**config.mk**
```make
export PLATFORM = sky130hd
export DESIGN_NAME = cmip_pulse_delay
export DESIGN_NICKNAME = d
export VERILOG_FILES = /design/src/rtl/cmip_pulse_delay.sv
export SDC_FILE = /design/constraint.sdc
export NUM_CORES = 1
export LEC_CHECK = 0
export ABC_AREA = 0
export CAP_MARGIN = 20
export CORE_MARGIN = 5
export CORE_UTILIZATION = 50
export DETAILED_ROUTE_END_ITERATION = 8
export GPL_ROUTABILITY_DRIVEN = 0
export PLACE_DENSITY_LB_ADDON = 0.25
export SETUP_SLACK_MARGIN = 0.2
export SLEW_MARGIN = 20
export SYNTH_ARGS = -nofsm -noshare
export SYNTH_HDL_FRONTEND = slang
export SYNTH_SLANG_ARGS = --single-unit
```
**constraint.sdc**
```tcl
create_clock -name i_clk -period 2 [get_ports i_clk]
set_clock_uncertainty 0.1 [all_clocks]
set_input_delay 0.2 -clock i_clk [delete_from_list [all_inputs] [get_ports i_clk]]
set_output_delay 0.2 -clock i_clk [all_outputs]
set_load 0.01 [all_outputs]
```
**src/rtl/cmip_pulse_delay.sv**
```systemverilog
// cmip_pulse_delay
//   Detects a rising edge on i_sig, waits TIMES clock cycles, then drives
//   o_pluse high for exactly HOLD_CLK cycles. Edges that arrive while a pulse
//   is pending or active are dropped. The exception is an edge sampled on the
//   same clock edge that ends the pulse, which is accepted.
//
//   Ports
//     i_clk    system clock, rising edge
//     i_rst_n  asynchronous active-low reset
//     i_sig    trigger input, synchronous to i_clk
//     o_pluse  registered delayed pulse, active-high
//
//   state   | meaning
//   --------+----------------------------------------------------------
//   S_IDLE  | waiting for a rising edge on i_sig
//   S_DELAY | edge accepted, counting the TIMES-cycle offset
//   S_HOLD  | o_pluse high, counting HOLD_CLK cycles

module cmip_pulse_delay #(
    parameter int TIMES    = 255,
    parameter int HOLD_CLK = 10
) (
    input  logic i_clk,
    input  logic i_rst_n,
    input  logic i_sig,
    output logic o_pluse
);

    localparam int DLY_W  = (TIMES > 0)    ? $clog2(TIMES + 1)    : 1;
    localparam int HOLD_W = (HOLD_CLK > 0) ? $clog2(HOLD_CLK + 1) : 1;

    // DELAY exits on the edge where dly_cnt == TIMES. That gives TIMES+1
    // cycles between the trigger edge and the first high cycle of o_pluse.
    localparam logic [DLY_W-1:0]  DLY_LAST  = DLY_W'(TIMES);
    localparam logic [HOLD_W-1:0] HOLD_LAST = HOLD_W'(HOLD_CLK - 1);

    if (HOLD_CLK < 1 || HOLD_CLK > 65535) begin : g_bad_hold
        $error("cmip_pulse_delay: HOLD_CLK must be in 1..65535");
    end
    if (TIMES < 0 || TIMES > 65535) begin : g_bad_times
        $error("cmip_pulse_delay: TIMES must be in 0..65535");
    end

    typedef enum logic [1:0] {
        S_IDLE  = 2'd0,
        S_DELAY = 2'd1,
        S_HOLD  = 2'd2
    } state_t;

    state_t              state;
    state_t              state_nxt;
    logic [DLY_W-1:0]    dly_cnt;
    logic [DLY_W-1:0]    dly_nxt;
    logic [HOLD_W-1:0]   hold_cnt;
    logic [HOLD_W-1:0]   hold_nxt;
    logic                sig_d;
    logic                trigger;

    assign trigger = i_sig & ~sig_d;

    always_ff @(posedge i_clk or negedge i_rst_n) begin
        if (!i_rst_n) begin
            state    <= S_IDLE;
            dly_cnt  <= '0;
            hold_cnt <= '0;
            // Reset to 1 so that a level already high at release is not
            // taken as an edge.
            sig_d    <= 1'b1;
            o_pluse  <= 1'b0;
        end else begin
            state    <= state_nxt;
            dly_cnt  <= dly_nxt;
            hold_cnt <= hold_nxt;
            sig_d    <= i_sig;
            o_pluse  <= (state_nxt == S_HOLD);
        end
    end

    // A trigger with TIMES == 0 still spends one cycle in DELAY, because
    // dly_cnt already equals DLY_LAST on entry. That cycle is the one-cycle
    // latency from the trigger edge to the pulse.
    always_comb begin
        state_nxt = state;
        dly_nxt   = dly_cnt;
        hold_nxt  = hold_cnt;
        case (state)
            S_IDLE: begin
                if (trigger) begin
                    state_nxt = S_DELAY;
                    dly_nxt   = '0;
                end
            end
            S_DELAY: begin
                if (dly_cnt == DLY_LAST) begin
                    state_nxt = S_HOLD;
                    hold_nxt  = '0;
                end else begin
                    dly_nxt = dly_cnt + DLY_W'(1);
                end
            end
            S_HOLD: begin
                if (hold_cnt == HOLD_LAST) begin
                    // An edge on the closing cycle is already in the IDLE
                    // window, so it starts a new delay without a gap.
                    if (trigger) begin
                        state_nxt = S_DELAY;
                        dly_nxt   = '0;
                    end else begin
                        state_nxt = S_IDLE;
                    end
                end else begin
                    hold_nxt = hold_cnt + HOLD_W'(1);
                end
            end
            default: begin
                state_nxt = S_IDLE;
                dly_nxt   = '0;
                hold_nxt  = '0;
            end
        endcase
    end

endmodule

```
==> results.md, run 1 <==
* Status: completed
* Largest net degree at the start of global routing at 17
* Crit path launch type: register
* Delay of the slowest critical-path stage at 0.41 ns
* Synth top area cells: dfrtp_1, o21ai_0, ha_1
* Most frequent cell after synthesis: dfrtp_1
* Final setup fails at 0
* First-pass GRT wire length at 2840 um
* Clk_lat worst skew at 0.28 ns
* Crit path capture type: register
* CTS tree: done
* Synthesized flop and latch total at 16
* Clock root buffer: clkbuf_4
* Crit path required time at 2.10 ns
* CTS Buf Count at 3
* WL/cell at 14.7 um
* Vias/cell at 5.72
* Ys Warns at 0
* CP bufs+invs at 0
* DP Wirelength at 1070 um
* DRC violations left at 0
* Cells after Synth at 84
* Tightest Pin Transition at 0.351 ns
* Ys async rst share at 100%
* DRT Wirelength at 1670 um
* EDFF count, synth at 0
* Initial antenna violation count at 0
* Leakage dissipation at 0.445 nW
* Final instance area at 1000 um2
* Initial core utilization at 51.1%
* DIE WIDTH at 51.3 um
* Highest clock rate at 582 MHz
* CP Cell Sequence: ha_4 -> nand3_4 -> or3_4 -> mux2_4 -> a22oi_2
* Delay-heaviest family, CP: simple AND/OR/NAND/NOR gates
* DRT antenna net count at 0
* GRT Resource Usage Total at 15.3%
* Nets at 104
* Fin cells at 114
* Main flop type after synthesis: dfrtp_1
* Share of layout cells above drive strength 1 at 24.7%
* Crit-path max FO at 7
* Setup_tns at 0 ns
* Number of global-route vias before repair at 592
* Placed cells at 106
* Power density over cell area at 507 nW/um2
* Synth area leader: dfrtp_1
* Final Max Tran Viols at 0
* CP arrival at 1.82 ns
* DRT iter0 DRCs at 20
* CP Depth at 5
* # rows at 15
* Maximum clock insertion buffer count at 2
* Max Cap Viol at 0
* Distinct cell type count after synthesis at 34
* Hold Path Class: input pin to async pin
* Crit path max-delay cell type: dfrtp_1
* Fin crit share at 86.0%
* Drt first pass iters at 4
* GRT overflow at 0
* Slew HR at 76.6%
* Core region area at 1670 um2
* Htree depth at 1
* Area Overhead vs Synth at 17.6%
* Die ar. at 2630 um2
* Synth Area per Inst at 10.2 um2
* Net Count, Synth at 90
* RSZ-0062 raised after global routing: false
* Seq/Total Area, Yosys at 47.1%
* Placed inst area at 920 um2
* Final hold violation count at 0
* I/O Pins at 4
* Maximum VDD drop at 325 uV
* WS Path Type: register to register
* Cell area after synthesis at 853 um2
* Port Buffers at 3
* Detailed-route via count at 652
* Minimum clock period at 1.72 ns
* Chip Height at 51.3 um
* Top cells by count, synth: dfrtp_1, o21ai_0, a21oi_1
* Synth top area share at 44.0%
* CTS sink count at 16
* R2R cell count at 5
* Reg clk slew, reported paths at 0.09 ns
* Antenna cells at 0
[worst paths after layout]
path                                to  slack (ns)   startpoint
max                         dly_cnt[7]        0.28   dly_cnt[1]
min                        hold_cnt[2]        0.13      i_rst_n
max reg2reg                 dly_cnt[7]        0.28   dly_cnt[1]
min reg2reg                hold_cnt[3]        0.40  hold_cnt[3]
max in group asynchronous        sig_d        1.42      i_rst_n
min in group i_clk               sig_d        0.25        i_sig
[registers in the layout, summed over array words and instances (netlist names)]
name      flops
hold_cnt      4
o_pluse       1
dly_cnt       8
sig_d         1
state         2
[final cells by class]
type                       count  area [um2]
inverter                       5        18.8
fill                         138         667
multi-input combinational     62         452
timing repair buffer          10        82.6
clock buffer                   4        26.3
tap                           17        21.3
sequential                    16         403
[layout by cell type, fill, tap and decap left out, types with 2 or more instances in the layout]
master / count
mux2i_1: 2
clkbuf_4: 3
buf_4: 7
and3_2: 2
clkdlybuf4s50_1: 3
inv_1: 4
nand2b_1: 2
nor3_1: 3
a211o_2: 2
ha_1: 2
a31oi_1: 3
o21a_1: 2
nand4_1: 3
nand3_1: 3
o21ai_0: 8
dfrtp_1: 14
a21oi_1: 7
nor2_1: 4
nand2_1: 3
[kinds of logic (layout without fill, tap and decap cells)]
group                      after synthesis  count (layout)  share of synthesized area [%]
muxes                                    3               3                           4.11
and+or+nand+nor                         26              26                           17.6
xor gates and xnor gates                 1               1                           1.03
buffers and inverters                    6              19                           3.08
DFF                                     16              16                           47.1
AOI/OAI and AO/OA                       29              29                           22.7
adders and majority gates                3               3                           4.40
[report_power, final]
group / total [mW] / internal [mW] / switching, mW
clock network: 0.169 / 0.0775 / 0.0911
logic: 0.0151 / 0.00677 / 0.00837
registers: 0.325 / 0.325 / 0.000126
[metrics by stage]
step	utilization [%]	hold slack, ns	setup WS, ns	power, mW
after floorplan	-	-0.196	0.290	0.334
final	60.1	0.125	0.280	0.509
after detailed placement	55.1	0.391	0.157	0.347
after global routing	60.1	0.125	0.215	0.542
after global placement	55.1	0.380	0.190	0.347
after CTS	58.1	0.124	0.223	0.522
[routing by layer]
metal	GRT usage (%)	part of all wire, %	wire length (um)	up-vias
li1	-	-	-	341
met1	20.5	50	837	292
met2	21.5	43	725	15
met3	5.54	4.5	76	4
met4	7.86	2.0	34	0
met5	0	0	0	-
[timing repair]
item / CTS / global route
hold endpoints to repair: 0 / 0
endpoints found under the setup margin: 5 / 7
setup buffers: 2 / 2
pin swaps: 0 / 3
hold buffers: 0 / 0
resized for setup: 2 / 3
Note: power is estimated with default switching activity, not from simulation.
==> inputs of run 2 (changes only) <==
--- a/config.mk
+++ b/config.mk
@@ -7,7 +7,7 @@
 export LEC_CHECK = 0
 export ABC_AREA = 0
 export CAP_MARGIN = 20
-export CORE_MARGIN = 5
+export CORE_MARGIN = 2
 export CORE_UTILIZATION = 50
 export DETAILED_ROUTE_END_ITERATION = 8
 export GPL_ROUTABILITY_DRIVEN = 0
==> run 2 against run 1 <==
Sequential power barely moved. Clock-buffer cell count did not move. Clock power rose by 24%. Register-to-register slack got worse by 0.02 ns. Via count rose by 7.7%.
==> results.md, run 2 (synthesis results as in run 1) <==
* Share of layout cells above drive strength 1 at 27.6% (was 24.7%)
* CP arrival at 1.84 ns (was 1.82 ns)
* CP Cell Sequence: ha_4 -> nand3_4 -> or3_4 -> mux2_4 -> a22oi_2 (unchanged)
* Core region area at 1560 um2 (was 1670 um2)
* Maximum clock insertion buffer count at 2 (unchanged)
* Vias/cell at 6.16 (was 5.72)
* WL/cell at 15.2 um (was 14.7 um)
* CP bufs+invs at 0 (unchanged)
* CTS Buf Count at 3 (unchanged)
* Chip Height at 45.3 um (was 51.3 um)
* Crit-path max FO at 7 (unchanged)
* Highest clock rate at 576 MHz (was 582 MHz)
* Fin crit share at 86.8% (was 86.0%)
* Final instance area at 1030 um2 (was 1000 um2)
* Status: completed (unchanged)
* Largest net degree at the start of global routing at 13 (was 17)
* Maximum VDD drop at 378 uV (was 325 uV)
* Commonest cells after routing, fill and taps aside: dfrtp_1, o21ai_0, buf_4 (was dfrtp_1, o21ai_0, a21oi_1, buf_4)
* Largest regs: dly_cnt: 8 flops, hold_cnt: 4 flops, state: 2 flops (unchanged)
* # rows at 14 (was 15)
* Hold Path Class: input pin to async pin (unchanged)
* Max reg flops at 8 (unchanged)
* Crit path required time at 2.11 ns (was 2.10 ns)
* Power density over cell area at 536 nW/um2 (was 507 nW/um2)
* RSZ-0062 raised after global routing: false (unchanged)
* Reg-to-Reg End: dly_cnt[7] (unchanged)
* DRT Wirelength at 1740 um (was 1670 um)
* Top reg by flops: dly_cnt (unchanged)
* Leakage dissipation at 0.456 nW (was 0.445 nW)
* Antenna cells at 0 (unchanged)
* Port Buffers at 3 (unchanged)
* GRT overflow at 0 (unchanged)
* Crit path capture type: register (unchanged)
* DIE WIDTH at 45.3 um (was 51.3 um)
* Area Overhead vs Synth at 20.2% (was 17.6%)
* Fillcell total at 127 (was 138)
* Number of global-route vias before repair at 644 (was 592)
* Tightest Pin Transition at 0.391 ns (was 0.351 ns)
* Placed inst area at 918 um2 (was 920 um2)
* Crit path max-delay cell type: dfrtp_1 (unchanged)
* Initial core utilization at 54.7% (was 51.1%)
* Final Max Tran Viols at 0 (unchanged)
* Slew HR at 73.9% (was 76.6%)
* Detailed-route via count at 702 (was 652)
* I/O Pins at 4 (unchanged)
* CTS tree: done (unchanged)
* First-pass GRT wire length at 2770 um (was 2840 um)
* Final hold violation count at 0 (unchanged)
* Reg clk slew, reported paths at 0.09 ns (about the same)
* Clock root buffer: clkbuf_4 (unchanged)
* Max Cap Viol at 0 (unchanged)
* Worst r2r src: dly_cnt[1] (unchanged)
* Clk_lat worst skew at 0.28 ns (about the same)
* Initial antenna violation count at 0 (unchanged)
* R2R cell count at 5 (unchanged)
* WS Path Type: register to register (unchanged)
* Final setup fails at 0 (unchanged)
* Die ar. at 2050 um2 (was 2630 um2)
* Hold Buf Count CTS at 0 (unchanged)
* Minimum clock period at 1.74 ns (was 1.72 ns)
* GRT Resource Usage Total at 19.1% (was 15.3%)
* DRT antenna net count at 0 (unchanged)
* Htree depth at 1 (unchanged)
* Crit path launch type: register (unchanged)
* Delay of the slowest critical-path stage at 0.41 ns (about the same)
* Commonest non-fill, non-tap cell in the layout: dfrtp_1 (unchanged)
* Drt first pass iters at 4 (unchanged)
* FF-to-FF setup slack at 0.26 ns (was 0.28 ns)
* Setup_tns at 0 ns (unchanged)
* Delay-heaviest family, CP: simple AND/OR/NAND/NOR gates (unchanged)
* DRT iter0 DRCs at 14 (was 20)
* DRC violations left at 0 (unchanged)
* DP Wirelength at 1190 um (was 1070 um)
* CTS sink count at 16 (unchanged)
* Hold slack at 0.0963 ns (was 0.125 ns)
* Nets at 105 (was 104)
-- run 2: cell types whose count changed in the layout (fill, tap and decap cells not counted) --
cell	change
a21oi_1	-2
a21oi_2	+2
buf_4	+1
clkbuf_1	-1
clkbuf_8	+1
dfrtp_1	+1
dfrtp_2	-1
-- run 2: worst register-to-register path, stage by stage (launching register included) --
cell and delay, ns:
dfrtp_1 0.41, ha_4 0.17, nand3_4 0.10, or3_4 0.40, mux2_4 0.32, a22oi_2 0.16
-- run 2: area by class of cell --
class	instances	area (um2)	share of cell area, %
Inverter	5	18.8	1.83
Multi-Input combinational cell	62	459	44.8
Clock buffer	4	36.3	3.54
Sequential cell	16	402	39.1
Timing Repair Buffer	11	90.1	8.78
Tap cell	16	20.0	1.95
-- run 2: timing repair --
item                       4_1_cts  5_1_grt
gates resized for setup          1        5
hold endpoints to repair         0        0
buffers inserted                 2        3
pin swaps                        0        2
setup endpoints to repair        4        7
-- run 2: metal layers --
metal	GRT usage [%]	vias up	part of all wire, %
met5	0	-	0
met4	7.06	0	0.52
li1	-	342	-
met2	30.0	14	49
met3	5.20	2	3.7
met1	25.1	344	47
-- run 2: per-stage QoR --
step                      utilization, %  worst slack [ns]  power [mW]  cells
after global routing                65.8             0.176       0.573    114
after CTS                           62.4             0.225       0.557    111
final                               65.8             0.265       0.550    114
after global placement              58.9             0.205       0.347    105
after floorplan                        -             0.290       0.334     84
after detailed placement            58.9             0.169       0.347    105
-- run 2: power by group --
group,internal [mW],switching [mW]
sequential,0.325,0.000137
combinational,0.00693,0.00882
clock,0.111,0.0979
total,0.443,0.107
-- run 2: how the worst max path moves through the flow --
stage | slack [ns] | start | cells after the start | end
after floorplan | 0.29 | dly_cnt[0] | 5 | dly_cnt[7]
after global placement | 0.20 | dly_cnt[0] | 5 | dly_cnt[4]
after detailed placement | 0.17 | dly_cnt[0] | 5 | dly_cnt[2]
after CTS | 0.23 | dly_cnt[0] | 5 | dly_cnt[7]
after global routing | 0.18 | dly_cnt[5] | 4 | dly_cnt[0]
final | 0.26 | dly_cnt[1] | 5 | dly_cnt[7]
